**src/rtl/counter_updown_mod.sv**
```systemverilog
// Modulo up/down counter: variable step, load/init, wrap or saturate, wrap pulse, sticky flags; optional COUNTER_PRESCALER_EN enable prescaler.
// Updates show on o_value one cycle after the edge; no backpressure, every qualifying cycle is accepted.
module counter_updown_mod #(
  parameter int BITS      = 8,
  parameter int STEP_BITS = 4,
  parameter int PRESCALE  = 4
) (
  input  logic                 clock,
  input  logic                 reset,
  input  logic                 i_enable,
  input  logic                 i_init,
  input  logic                 i_load,
  input  logic [BITS-1:0]      i_load_value,
  input  logic                 i_inc_dec,
  input  logic [STEP_BITS-1:0] i_step,
  input  logic [BITS-1:0]      i_limit,
  input  logic                 i_saturate,
  input  logic                 i_clear_flags,
  output logic [BITS-1:0]      o_value,
  output logic                 o_at_zero,
  output logic                 o_at_limit,
  output logic                 o_wrap,
  output logic                 o_overflow,
  output logic                 o_underflow
);

  localparam logic [BITS:0] ONE_X = {{BITS{1'b0}}, 1'b1};

  logic [BITS-1:0] value_q, value_d;
  logic            wrap_q, wrap_d;
  logic            ovf_q, ovf_d;
  logic            unf_q, unf_d;
  logic            tick;
  logic [BITS:0]   val_x, lim_x, lim1_x, stp_x, sum_x, tmp_x, dif_x;
  logic            up_evt, dn_evt;

`ifdef COUNTER_PRESCALER_EN
  localparam int PW = (PRESCALE > 1) ? $clog2(PRESCALE) : 1;
  localparam logic [PW-1:0] PLAST = PW'(PRESCALE - 1);

  logic [PW-1:0] presc_q, presc_d;

  always_comb begin
    presc_d = presc_q;
    tick    = 1'b0;
    if (i_init || i_load) begin
      presc_d = '0;
    end else if (i_enable) begin
      if (presc_q == PLAST) begin
        presc_d = '0;
        tick    = 1'b1;
      end else begin
        presc_d = presc_q + PW'(1);
      end
    end
  end

  always_ff @(posedge clock or posedge reset) begin
    if (reset) presc_q <= '0;
    else       presc_q <= presc_d;
  end
`else
  assign tick = i_enable & (PRESCALE > 0);
`endif

  // All arithmetic is one bit wider than the count so limit+1 and value+step never alias.
  always_comb begin
    val_x  = {1'b0, value_q};
    lim_x  = {1'b0, i_limit};
    lim1_x = lim_x + ONE_X;
    stp_x  = '0;
    stp_x[STEP_BITS-1:0] = i_step;
    sum_x  = val_x + stp_x;
    tmp_x  = '0;
    dif_x  = '0;
    up_evt = 1'b0;
    dn_evt = 1'b0;
    value_d = value_q;

    if (i_init) begin
      value_d = '0;
    end else if (i_load) begin
      value_d = (i_load_value > i_limit) ? i_limit : i_load_value;
    end else if (tick && (i_step != '0)) begin
      if (i_inc_dec) begin
        if (sum_x > lim_x) begin
          up_evt = 1'b1;
          tmp_x  = sum_x - lim1_x;
          if (i_saturate || (tmp_x > lim_x)) value_d = i_limit;
          else                               value_d = tmp_x[BITS-1:0];
        end else begin
          value_d = sum_x[BITS-1:0];
        end
      end else begin
        if (stp_x > val_x) begin
          dn_evt = 1'b1;
          tmp_x  = val_x + lim1_x;
          dif_x  = tmp_x - stp_x;
          if (i_saturate || (tmp_x < stp_x) || (dif_x > lim_x)) value_d = '0;
          else                                                 value_d = dif_x[BITS-1:0];
        end else begin
          dif_x   = val_x - stp_x;
          value_d = dif_x[BITS-1:0];
        end
      end
    end

    wrap_d = up_evt | dn_evt;
    ovf_d  = (ovf_q & ~i_clear_flags) | up_evt;
    unf_d  = (unf_q & ~i_clear_flags) | dn_evt;
  end

  always_ff @(posedge clock or posedge reset) begin
    if (reset) begin
      value_q <= '0;
      wrap_q  <= 1'b0;
      ovf_q   <= 1'b0;
      unf_q   <= 1'b0;
    end else begin
      value_q <= value_d;
      wrap_q  <= wrap_d;
      ovf_q   <= ovf_d;
      unf_q   <= unf_d;
    end
  end

  assign o_value     = value_q;
  assign o_at_zero   = (value_q == '0);
  assign o_at_limit  = (value_q == i_limit);
  assign o_wrap      = wrap_q;
  assign o_overflow  = ovf_q;
  assign o_underflow = unf_q;

endmodule

```
**config.mk**
```make
export PLATFORM = sky130hd
export DESIGN_NAME = counter_updown_mod
export DESIGN_NICKNAME = d
export VERILOG_FILES = /design/src/rtl/counter_updown_mod.sv
export SDC_FILE = /design/constraint.sdc
export NUM_CORES = 1
export LEC_CHECK = 0
export CAP_MARGIN = 20
export CORE_UTILIZATION = 45
export DETAILED_ROUTE_END_ITERATION = 8
export GPL_ROUTABILITY_DRIVEN = 0
export MAX_ROUTING_LAYER = met4
export PLACE_DENSITY = 0.74
export SYNTH_ARGS = -nofsm -noshare
export SYNTH_HDL_FRONTEND = slang
export SYNTH_SLANG_ARGS = --single-unit
```
**constraint.sdc**
```tcl
create_clock -name clock -period 5.1 [get_ports clock]
set_clock_uncertainty 0.1 [all_clocks]
set_input_delay 0.765 -clock clock [delete_from_list [all_inputs] [get_ports clock]]
set_output_delay 0.765 -clock clock [all_outputs]
set_load 0.01 [all_outputs]
```
# --- Word level (Yosys, flattened, before mapping) ---
# Cells that the tools add are included.
classes:
  n_addsub: 6
  order_cmp: 6
  eq_ne: 1
  n_mux: 19
  bitwise: 6
  reduce_logical: 7
ops:
  columns: ["cell", "count"]
  rows:
  - ["$mux 8", 9]
  - ["$gt 9x8->1", 3]
  - ["$mux 1", 10]
  - ["$add 8x1->9 const B", 1]
  - ["$add 8x4->9", 1]
  - ["$add 8x9->9", 1]
  - ["$lt 9x4->1", 1]
  - ["$sub 9x4->9", 1]
  - ["$sub 9x9->9", 1]
  - ["$eq 8x8->1", 1]
  - ["$gt 4x8->1", 1]
  - ["$gt 8x8->1", 1]
  - ["$logic_not 8->1", 1]
  - ["$sub 8x4->8", 1]
  - ["$reduce_bool 4->1", 1]
  - ["$logic_or 1x1->1", 3]
  - ["$or 1x1->1", 3]
  - ["$reduce_bool 3->1", 1]
  - ["$and 1x1->1", 2]
  - ["$logic_and 1x1->1", 1]
  - ["$not 1->1", 1]
word_totals:
  ff_bits: 11
  inputBits: 28
  out_inout_bits: 13
  wordCells: 49

# --- Longest topological paths before layout ---
# Gate-level depths: netlist of run 1.
depth:
  ltp_word: 11
  depth_mapped: 22
  ltp_nobuf: 21

# --- Worst setup path after synthesis of run 1 ---
# OpenSTA, ideal clock, no wires.
synth_timing:
  kind: "input -> register"
  from: "in i_limit[0]"
  to: "reg value_q[2], in the netlist o_value[2]"
  setup_ns: 0.094
  arrival_time_ns: 4.558
  required_time_ns: 4.906
  slack_ns: 0.348
  path_stages: 17
  n_path_buf: 0
  cell_sequence: "ha_1 ha_1 a21o_1 a21oi_1 xnor2_1 ha_1 a21oi_1 a21oi_1 a211o_1 a21o_1 xnor2_1 ha_1 a2111oi_0 o211ai_1 a21oi_1 nand4_1 a221oi_2"
synth_between:
  elab_chain_len: 11
  elab_cells_between_ends: 21
  classes_between: "4 x add/sub; 5 x order compare; 9 x mux; 3 x reduce/logical"
synth_rtl:
  columns: ["item", "line", "text"]
  rows:
  - ["from (decl)", "16", "input logic [BITS-1:0] i_limit,"]
  - ["$add 8x1->9", "70", "lim1_x = lim_x + ONE_X;"]
  - ["$add 8x9->9", "97", "tmp_x = val_x + lim1_x;"]
  - ["$sub 9x4->9 / $lt 9x4->1 (equally long branches)", "98, 99", null]
  - ["$gt 9x8->1 / $logic_or 1x1->1 (equally long branches)", "99", "if (i_saturate || (tmp_x < stp_x) || (dif_x > lim_x)) value_d = '0;"]
  - ["$logic_or 1x1->1", "99", null]
  - ["$mux 8", "99", null]
  - ["$mux 8", "95", "if (stp_x > val_x) begin"]
  - ["$mux 8", "85", "if (i_inc_dec) begin"]
  - ["$mux 8", "84", "end else if (tick && (i_step != '0)) begin"]
  - ["$mux 8 *", "82", "end else if (i_load) begin"]
  - ["$mux 8 *", "80", "if (i_init) begin"]
  - ["to (signal assigned)", "120", "value_q <= value_d;"]
  - ["to (decl)", "29", "logic [BITS-1:0] value_q, value_d;"]
# Every way passes the cells marked *; elsewhere a longest branch is shown, timed or not. The select of a mux whose other input is x is not followed.
# A chain may end at the register's enable or synchronous reset.

# --- Final worst setup path of run 1 ---
layout_timing:
  from: "in i_step[1]"
  to: "reg value_q[6], in the netlist o_value[6]"
layout_between:
  elab_chain_len: 10
  elab_cells_between_ends: 23
  classes_between: "4 x add/sub; 5 x order compare; 8 x mux; 6 x reduce/logical"
layout_rtl:
  columns: ["item", "line", "text"]
  rows:
  - ["from (decl)", "15", "input logic [STEP_BITS-1:0] i_step,"]
  - ["$add 8x4->9", "73", "sum_x = val_x + stp_x;"]
  - ["$sub 9x9->9", "88", "tmp_x = sum_x - lim1_x;"]
  - ["$gt 9x8->1", "89", "if (i_saturate || (tmp_x > lim_x)) value_d = i_limit;"]
  - ["$logic_or 1x1->1", "89", null]
  - ["$mux 8", "89", null]
  - ["$mux 8", "86", "if (sum_x > lim_x) begin"]
  - ["$mux 8", "85", null]
  - ["$mux 8", "84", null]
  - ["$mux 8", "82", null]
  - ["$mux 8", "80", null]
# Parallel ways exist; a longest one is shown, timed or not. The select of a mux whose other input is x is not followed.

==> report_table.html, run 1 <==
<table>
<tr><th>Metric</th><th>Value</th></tr>
<tr><th colspan="2">Outcome</th></tr>
<tr><td>Outcome</td><td>finished clean</td></tr>
<tr><th colspan="2">Clock tree</th></tr>
<tr><td>CTS hold repair buffers</td><td>0</td></tr>
<tr><td>CTS tree</td><td>done</td></tr>
<tr><td>Skew-Pair Late Insertion Delay</td><td>240 ps</td></tr>
<tr><td>Maximum level of the CTS H-tree</td><td>1</td></tr>
<tr><td>Clock-pin transition on the worst setup and hold timing paths</td><td>60 ps</td></tr>
<tr><td>Sink count of the clock tree</td><td>11</td></tr>
<tr><td>CTS Buf Count</td><td>3</td></tr>
<tr><td>Maximum buffer depth of the clock tree</td><td>2</td></tr>
<tr><td>Clock Root Buffer</td><td>clkbuf_8</td></tr>
<tr><th colspan="2">Timing</th></tr>
<tr><td>Worst Tran Pin Value</td><td>848.6 ps</td></tr>
<tr><td>Portion of the clock cycle consumed by the worst path in the final layout</td><td>95.52%</td></tr>
<tr><td>Max_slew headroom</td><td>43.31%</td></tr>
<tr><td>Setup violators final</td><td>0</td></tr>
<tr><td>Final slew viol count</td><td>0</td></tr>
<tr><td>Final hold violations</td><td>0</td></tr>
<tr><td>Maximum clock rate</td><td>205.3 MHz</td></tr>
<tr><td>Time the worst path needs with I/O delays and setup</td><td>4872 ps</td></tr>
<tr><td>Unrepaired setup endpoints after global routing</td><td>no</td></tr>
<tr><th colspan="2">Final layout</th></tr>
<tr><td>Signed area change from the synthesized netlist to the final layout</td><td>38.94%</td></tr>
<tr><td>Layout Nets</td><td>663</td></tr>
<tr><td>Commonest cells after routing, fill and taps aside</td><td>buf_4, ha_1, inv_1, a21oi_1</td></tr>
<tr><td>Finished Layout Cells</td><td>665</td></tr>
<tr><td>Commonest non-fill, non-tap cell in the layout</td><td>buf_4</td></tr>
<tr><td>Finished Core Util</td><td>65.80%</td></tr>
<tr><td>Fraction of layout cells with a size suffix above 1</td><td>25.62%</td></tr>
<tr><td>Antenna cell count</td><td>0</td></tr>
<tr><th colspan="2">Route</th></tr>
<tr><td>Final Routed Wirelength</td><td>13060 microns</td></tr>
<tr><td>Number of violations reported at the end of detailed-routing iteration 0</td><td>369</td></tr>
<tr><td>First-pass detailed-route iteration total</td><td>5</td></tr>
<tr><td>Antenna viol nets, final</td><td>0</td></tr>
<tr><td>Routed vias</td><td>4199</td></tr>
<tr><td>Residual DRC</td><td>0</td></tr>
<tr><td>Wire length per cell</td><td>19.64 microns</td></tr>
<tr><td>Mean number of vias per cell</td><td>6.314</td></tr>
<tr><th colspan="2">Die</th></tr>
<tr><td>Number of rows in the core area</td><td>31</td></tr>
<tr><td>Die outline width</td><td>90.30 microns</td></tr>
<tr><td>Starting utilization of the core area</td><td>47.36%</td></tr>
<tr><td>IO Pins</td><td>41</td></tr>
<tr><td>CORE AREA</td><td>7408 sq um</td></tr>
<tr><td>Die area</td><td>8153 sq um</td></tr>
<tr><td>Height of the chip</td><td>90.30 microns</td></tr>
<tr><th colspan="2">Place</th></tr>
<tr><td>Placed cell count</td><td>654</td></tr>
<tr><td>Final HPWL DP</td><td>10290 microns</td></tr>
<tr><td>Buffers added on ports</td><td>40</td></tr>
<tr><th colspan="2">Yosys</th></tr>
<tr><td>Largest area contributor in the synthesized netlist</td><td>ha_1</td></tr>
<tr><td>Proportion of synthesized flip-flops having asynchronous set or reset</td><td>100.0%</td></tr>
<tr><td>Post-synthesis net count</td><td>540</td></tr>
<tr><td>Post-synth EDFFs</td><td>0</td></tr>
<tr><td>Dominant cells by area after synthesis</td><td>ha_1, xnor2_1, dfrtp_1, a21oi_1, inv_1</td></tr>
<tr><td>Area share of the largest cell type after synthesis</td><td>22.47%</td></tr>
<tr><td>Dominant register cell in the synthesized netlist</td><td>dfrtp_1</td></tr>
<tr><td>Distinct cell type count after synthesis</td><td>70</td></tr>
<tr><td>Share of synthesized area occupied by flip-flops and latches</td><td>7.846%</td></tr>
<tr><td>Cell count after synthesis</td><td>444</td></tr>
<tr><td>Mapped Area</td><td>3508 sq um</td></tr>
<tr><td>Synthesized area per cell</td><td>7.902 sq um</td></tr>
<tr><td>Seq cells post-synth</td><td>11</td></tr>
<tr><td>Warnings, synthesis</td><td>0</td></tr>
<tr><th colspan="2">Critical path</th></tr>
<tr><td>Crit path required time</td><td>5130 ps</td></tr>
<tr><td>Cells on worst reg2reg path</td><td>21</td></tr>
<tr><td>Path type of the worst setup path</td><td>in2reg</td></tr>
<tr><td>Worst endpoint data arrival time</td><td>4910 ps</td></tr>
<tr><td>Nature of the critical path endpoint</td><td>flip-flop</td></tr>
<tr><td>Startpoint type of the worst setup path</td><td>input pin</td></tr>
<tr><td>Highest net fanout along the worst path</td><td>7</td></tr>
<tr><td>R2r startpoint</td><td>o_value[0]$_DFFE_PP0P_</td></tr>
<tr><td>Reg-to-reg critical path endpoint</td><td>o_value[6]$_DFFE_PP0P_</td></tr>
<tr><td>Reg2reg setup slack</td><td>520 ps</td></tr>
<tr><th colspan="2">Hold path</th></tr>
<tr><td>Hold WC Path Type</td><td>reg2reg</td></tr>
<tr><td>Number of stages on the worst hold path</td><td>2</td></tr>
<tr><td>Worst Min Path Start</td><td>o_overflow$_DFF_PP0_</td></tr>
<tr><td>Hold path endpoint</td><td>o_overflow$_DFF_PP0_</td></tr>
<tr><th colspan="2">Power</th></tr>
<tr><td>Power density over the cells</td><td>374.1 nW/um^2</td></tr>
<tr><td>Worst voltage drop across the vdd grid</td><td>0.2363 mV</td></tr>
<tr><td>Leakage dissipation</td><td>2.317 nW</td></tr>
<tr><td>Pwr Total</td><td>0.001824 W</td></tr>
<tr><th colspan="2">Global routing</th></tr>
<tr><td>Vias in the first global route</td><td>4225</td></tr>
<tr><td>Total overflow reported by the global router</td><td>0</td></tr>
<tr><td>Gr usage total</td><td>32.46%</td></tr>
<tr><td>Antenna violations before repair</td><td>0</td></tr>
<tr><td>Wire length of the first global-routing pass</td><td>20730 microns</td></tr>
<tr><td>Maximum number of pins on one net before global-route repair</td><td>17</td></tr>
<tr><th colspan="2">Flow run</th></tr>
<tr><td>Max Cap Viol</td><td>0</td></tr>
</table>
[cells by family after synthesis]
family          share of synthesized area (%)
mux                                     4.636
flops                                   7.846
xor+xnor                                10.13
compound gates                          26.14
buf+inv                                 5.992
fa+ha+maj                               25.32
simple gates                            19.94
[Yosys cell counts (all sizes together), types with 3 or more instances]
cell type,number
inv,41
fa,5
xor2,5
o2111ai,5
nor2b,14
a211oi,7
nand3,10
nand4,14
and2,5
o21bai,3
nor2,34
mux2,5
nor4,3
a2111oi,3
o211ai,4
a221oi,6
clkbuf,7
or3,5
a31oi,4
dfrtp,11
nand2,14
mux2i,9
nand2b,6
o21a,4
o31ai,4
o21ai,23
o211a,3
buf,6
ha,63
nor3,9
or2,3
xnor2,33
a21o,11
a21oi,38
[per-stage QoR]
| stage | worst slack, ps | instance area (sq um) | hold slack, ps | TNS, ps |
|---|---|---|---|---|
| after floorplan | 348.1 | 3508 | 457.8 | 0 |
| after detailed placement | -572.9 | 4607 | 433.8 | -3628 |
| after global routing | 13.37 | 4875 | 491.3 | 0 |
| after global placement | -434.7 | 4607 | 422.4 | -2767 |
| after CTS | 0.9512 | 4761 | 440.5 | 0 |
| final | 228.4 | 4875 | 446.2 | 0 |
[area by class of cell]
type | count | area, sq um
Timing Repair Buffer | 131 | 1090
Sequential cell | 11 | 275.3
Tap cell | 99 | 123.9
Clock buffer | 4 | 45.04
Multi-Input combinational cell | 379 | 3187
Fill cell | 572 | 2534
Inverter | 41 | 153.9
[registers in the layout, summed over array words and instances (netlist names)]
name / cells
o_overflow: 1
o_underflow: 1
o_value: 8
o_wrap: 1
[routing by layer]
metal	track usage [%]	vias up	part of all wire, %
met4	17.88	0	6.9
met5	-	-	0
met2	52.86	295	45
met1	38.53	1936	39
met3	4.714	89	9.0
li1	-	1879	-
[how the worst max path moves through the flow]
stage,start,end,slack (ps),depth (start not counted)
after global placement,i_limit[0],o_value[2]$_DFFE_PP0P_,-430,19
after CTS,i_step[1],o_value[1]$_DFFE_PP0P_,1,22
after detailed placement,i_limit[0],o_value[2]$_DFFE_PP0P_,-570,19
final,i_step[1],o_value[6]$_DFFE_PP0P_,230,22
after floorplan,i_limit[0],o_value[2]$_DFFE_PP0P_,350,17
after global routing,i_limit[3],o_value[2]$_DFFE_PP0P_,10,18
[worst max-delay path: stages]
cell	delay, ps
dlymetal6s2s_1	170
inv_1	90
ha_1	310
nor2b_1	120
o21bai_1	110
a21oi_2	190
o21ai_0	130
xnor2_1	290
ha_1	340
o31a_1	320
o41ai_2	60
xnor2_1	170
ha_1	330
nand4_1	110
nor3_2	230
nor2_2	70
o211ai_1	140
nand4_4	230
buf_4	210
mux2i_1	160
o211ai_1	120
a41o_1	250
[timing repair]
action / 4_1_cts / 5_1_grt
gates resized for setup: 17 / 28
setup buffers: 4 / 3
setup endpoints to repair: 8 / 8
pin swaps: 9 / 13
[report_power, final]
group          leakage (nW)  switching, W  internal, W
logic                  2.15      0.000833     0.000773
registers             0.145     0.0000254     0.000100
clock network        0.0228     0.0000363    0.0000551
(Power assumes the default switching activity.)
==> run 2, diff against run 1 <==
- CORE_MARGIN: default -> 1.5
==> report_table.html, run 2 (synthesis gave the netlist of run 1 again) <==
<table>
<tr><th>Metric</th><th>Value</th></tr>
<tr><th colspan="2">Clock tree</th></tr>
<tr><td>Clock Root Buffer</td><td>clkbuf_8 (unchanged)</td></tr>
<tr><td>Clock-pin transition on the worst setup and hold timing paths</td><td>50 ps (was 60 ps)</td></tr>
<tr><td>Skew-Pair Late Insertion Delay</td><td>240 ps (about the same)</td></tr>
<tr><td>CTS tree</td><td>done (unchanged)</td></tr>
<tr><td>Maximum level of the CTS H-tree</td><td>1 (unchanged)</td></tr>
<tr><td>Sink count of the clock tree</td><td>11 (unchanged)</td></tr>
<tr><td>CTS Buf Count</td><td>3 (unchanged)</td></tr>
<tr><td>Maximum buffer depth of the clock tree</td><td>2 (unchanged)</td></tr>
<tr><th colspan="2">Critical path</th></tr>
<tr><td>R2r startpoint</td><td>o_value[1]$_DFFE_PP0P_ (was o_value[0]$_DFFE_PP0P_)</td></tr>
<tr><td>Cell Chain, Critical Path</td><td>clkbuf_2, buf_4, inv_1, ha_1, inv_1, fa_1, xnor2_1, ha_1, nand3b_1, a21oi_1, a211o_1, a21o_1, xnor2_2, ha_1, a2111oi_1, o211ai_1, a21oi_1, buf_4, nand4_1, a221oi_2 (was dlymetal6s2s_1, inv_1, ha_1, nor2b_1, o21bai_1, a21oi_2, o21ai_0, xnor2_1, ha_1, o31a_1, o41ai_2, xnor2_1, ha_1, nand4_1, nor3_2, nor2_2, o211ai_1, nand4_4, buf_4, mux2i_1, o211ai_1, a41o_1)</td></tr>
<tr><td>Delay of the slowest cell on the worst path</td><td>430 ps (was 340 ps)</td></tr>
<tr><td>Cell at the slowest stage of the critical path</td><td>fa_1 (was ha_1)</td></tr>
<tr><td>Cells on worst reg2reg path</td><td>17 (was 21)</td></tr>
<tr><td>Startpoint type of the worst setup path</td><td>input pin (unchanged)</td></tr>
<tr><td>Nature of the critical path endpoint</td><td>flip-flop (unchanged)</td></tr>
<tr><td>Highest net fanout along the worst path</td><td>7 (unchanged)</td></tr>
<tr><td>Path type of the worst setup path</td><td>in2reg (unchanged)</td></tr>
<tr><td>Largest delay share family, worst path</td><td>compound AO/OA/AOI/OAI gates (unchanged)</td></tr>
<tr><td>Crit path buffers/inverters</td><td>5 (was 3)</td></tr>
<tr><td>Critical Path Sink</td><td>o_value[2]$_DFFE_PP0P_ (was o_value[6]$_DFFE_PP0P_)</td></tr>
<tr><td>Reg-to-reg critical path endpoint</td><td>o_value[2]$_DFFE_PP0P_ (was o_value[6]$_DFFE_PP0P_)</td></tr>
<tr><td>Most common cell type on the critical path</td><td>ha_1 (unchanged)</td></tr>
<tr><td>Reg2reg setup slack</td><td>390 ps (was 520 ps)</td></tr>
<tr><td>Launching instance or port of the critical path</td><td>i_limit[0] (was i_step[1])</td></tr>
<tr><td>Number of cells on the critical path</td><td>20 (was 22)</td></tr>
<tr><td>Worst endpoint data arrival time</td><td>5030 ps (was 4910 ps)</td></tr>
<tr><td>Crit path required time</td><td>5150 ps (was 5130 ps)</td></tr>
<tr><th colspan="2">Final layout</th></tr>
<tr><td>Signed area change from the synthesized netlist to the final layout</td><td>41.37% (was 38.94%)</td></tr>
<tr><td>Commonest non-fill, non-tap cell in the layout</td><td>buf_4 (unchanged)</td></tr>
<tr><td>Antenna cell count</td><td>0 (unchanged)</td></tr>
<tr><td>Max FFs per register</td><td>8 (unchanged)</td></tr>
<tr><td>Finished Core Util</td><td>64.86% (was 65.80%)</td></tr>
<tr><td>Post-route cell area</td><td>4960 sq um (was 4875 sq um)</td></tr>
<tr><td>Commonest cells after routing, fill and taps aside</td><td>buf_4, ha_1, inv_1, clkdlybuf4s50_1, nor2_1 (was buf_4, ha_1, inv_1, a21oi_1)</td></tr>
<tr><td>Fraction of layout cells with a size suffix above 1</td><td>27.66% (was 25.62%)</td></tr>
<tr><td>Layout Nets</td><td>661 (was 663)</td></tr>
<tr><th colspan="2">Place</th></tr>
<tr><td>Final HPWL DP</td><td>10210 microns (was 10290 microns)</td></tr>
<tr><td>Buffers added on ports</td><td>40 (unchanged)</td></tr>
<tr><td>DP Area</td><td>4596 sq um (was 4607 sq um)</td></tr>
<tr><th colspan="2">Global routing</th></tr>
<tr><td>Total overflow reported by the global router</td><td>0 (unchanged)</td></tr>
<tr><td>Vias in the first global route</td><td>3920 (was 4225)</td></tr>
<tr><td>Maximum number of pins on one net before global-route repair</td><td>17 (unchanged)</td></tr>
<tr><td>Wire length of the first global-routing pass</td><td>18910 microns (was 20730 microns)</td></tr>
<tr><td>Antenna violations before repair</td><td>0 (unchanged)</td></tr>
<tr><td>Gr usage total</td><td>29.51% (was 32.46%)</td></tr>
<tr><th colspan="2">Timing</th></tr>
<tr><td>Portion of the clock cycle consumed by the worst path in the final layout</td><td>97.77% (was 95.52%)</td></tr>
<tr><td>Maximum clock rate</td><td>200.5 MHz (was 205.3 MHz)</td></tr>
<tr><td>Final hold violations</td><td>0 (unchanged)</td></tr>
<tr><td>Setup violators final</td><td>0 (unchanged)</td></tr>
<tr><td>Worst Tran Pin Value</td><td>641.5 ps (was 848.6 ps)</td></tr>
<tr><td>Max_slew headroom</td><td>57.23% (was 43.31%)</td></tr>
<tr><td>Final slew viol count</td><td>0 (unchanged)</td></tr>
<tr><td>Time the worst path needs with I/O delays and setup</td><td>4986 ps (was 4872 ps)</td></tr>
<tr><th colspan="2">Route</th></tr>
<tr><td>Mean number of vias per cell</td><td>6.152 (was 6.314)</td></tr>
<tr><td>First-pass detailed-route iteration total</td><td>4 (was 5)</td></tr>
<tr><td>Routed vias</td><td>4097 (was 4199)</td></tr>
<tr><td>Residual DRC</td><td>0 (unchanged)</td></tr>
<tr><td>Wire length per cell</td><td>19.08 microns (was 19.64 microns)</td></tr>
<tr><td>Number of violations reported at the end of detailed-routing iteration 0</td><td>291 (was 369)</td></tr>
<tr><td>Final Routed Wirelength</td><td>12710 microns (was 13060 microns)</td></tr>
<tr><td>Antenna viol nets, final</td><td>0 (unchanged)</td></tr>
<tr><th colspan="2">Power</th></tr>
<tr><td>Leakage dissipation</td><td>2.282 nW (was 2.317 nW)</td></tr>
<tr><td>Clock network power share</td><td>4.9% (was 5.0%)</td></tr>
<tr><td>Switching power as a share of total power</td><td>48.73% (was 49.07%)</td></tr>
<tr><td>Worst voltage drop across the vdd grid</td><td>0.2008 mV (was 0.2363 mV)</td></tr>
<tr><td>Power spent charging and discharging nets</td><td>0.0009055 W (was 0.0008949 W)</td></tr>
<tr><td>Seq pwr share</td><td>7.3% (was 6.9%)</td></tr>
<tr><td>Internal power summed over all cells</td><td>0.0009527 W (was 0.0009289 W)</td></tr>
<tr><td>Power density over the cells</td><td>374.7 nW/um^2 (was 374.1 nW/um^2)</td></tr>
<tr><td>Combinational Power Share</td><td>87.8% (was 88.1%)</td></tr>
<tr><th colspan="2">Die</th></tr>
<tr><td>Number of rows in the core area</td><td>32 (was 31)</td></tr>
<tr><td>Die area</td><td>8335 sq um (was 8153 sq um)</td></tr>
<tr><td>Starting utilization of the core area</td><td>45.88% (was 47.36%)</td></tr>
<tr><td>Height of the chip</td><td>91.30 microns (was 90.30 microns)</td></tr>
<tr><td>Die outline width</td><td>91.30 microns (was 90.30 microns)</td></tr>
<tr><td>CORE AREA</td><td>7647 sq um (was 7408 sq um)</td></tr>
<tr><td>IO Pins</td><td>41 (unchanged)</td></tr>
<tr><th colspan="2">Hold path</th></tr>
<tr><td>Worst Min Path Start</td><td>o_overflow$_DFF_PP0_ (unchanged)</td></tr>
<tr><td>Hold WC Path Type</td><td>reg2reg (unchanged)</td></tr>
<tr><th colspan="2">Flow run</th></tr>
<tr><td>Max Cap Viol</td><td>0 (unchanged)</td></tr>
<tr><th colspan="2">Outcome</th></tr>
<tr><td>Outcome</td><td>finished clean (unchanged)</td></tr>
</table>
[run 2: cell count changes in the layout (fill, tap and decap cells not counted), moves of 4 or more]
cell,change
xnor2_2,+4
dlymetal6s2s_1,-4
o21ai_0,-4
ha_4,+4
ha_1,-4
o21ai_1,+4
[run 2: layout make-up]
type	count	area, sq um
repair buffers	129	1061
clock buffers	4	45.04
fillers	621	2688
flip-flops and latches	11	275.3
inverters	41	153.9
well taps	102	127.6
multi-input cells	379	3297
[run 2: worst min-delay path by stage]
stage                            endpoint  slack, ps  cells past startpoint
floorplan           o_underflow$_DFF_PP0_        460                      2
global placement    o_underflow$_DFF_PP0_        430                      2
detailed placement   o_overflow$_DFF_PP0_        440                      2
CTS                  o_overflow$_DFF_PP0_        450                      2
global route        o_underflow$_DFF_PP0_        470                      2
finish               o_overflow$_DFF_PP0_        450                      2
[run 2: per-stage QoR]
step	total power, W	hold slack [ps]	setup slack, ps	std cells	TNS [ps]
floorplan	0.0009942	457.8	348.1	444	0
global placement	0.001506	430.5	-532.8	655	-3397
detailed placement	0.001555	439.2	-564.1	655	-3753
CTS	0.001692	450.7	12.46	661	0
global route	0.001982	474.4	-87.09	666	-294.2
finish	0.001858	451.8	113.6	666	0
[run 2: worst register-to-register path: cells and delay by family (launching register included)]
kind / cells / cell delay [ps]
adder cells (fa/ha/maj): 3 / 1080
flip-flops: 1 / 590
buffers and inverters: 3 / 520
AO/OA/AOI/OAI: 7 / 1570
AND/OR/NAND/NOR: 2 / 290
XOR/XNOR: 2 / 470
[run 2: repair_timing]
item / CTS / global route
endpoints found under the setup margin: 8 / 8
pin swaps: 4 / 24
setup buffers: 2 / 6
resized for setup: 16 / 47
hold buffers: 0 / 0
[run 2: layer usage]
layer	vias up	part of all wire, %	track usage, %
li1	1881	-	-
met1	1935	40	35.39
met2	217	47	49.81
met3	64	8.0	2.345
met4	0	5.5	14.19
met5	-	0	-
[run 2: power groups by stage]
stage	Clock, W	Sequential (W)	Combinational (W)
after global placement	0	0.000131	0.00137
after detailed placement	0	0.000132	0.00142
after CTS	0.0000925	0.000131	0.00147
after global routing	0.0000997	0.000136	0.00175
after floorplan	0	0.000125	0.000869
final	0.0000906	0.000136	0.00163
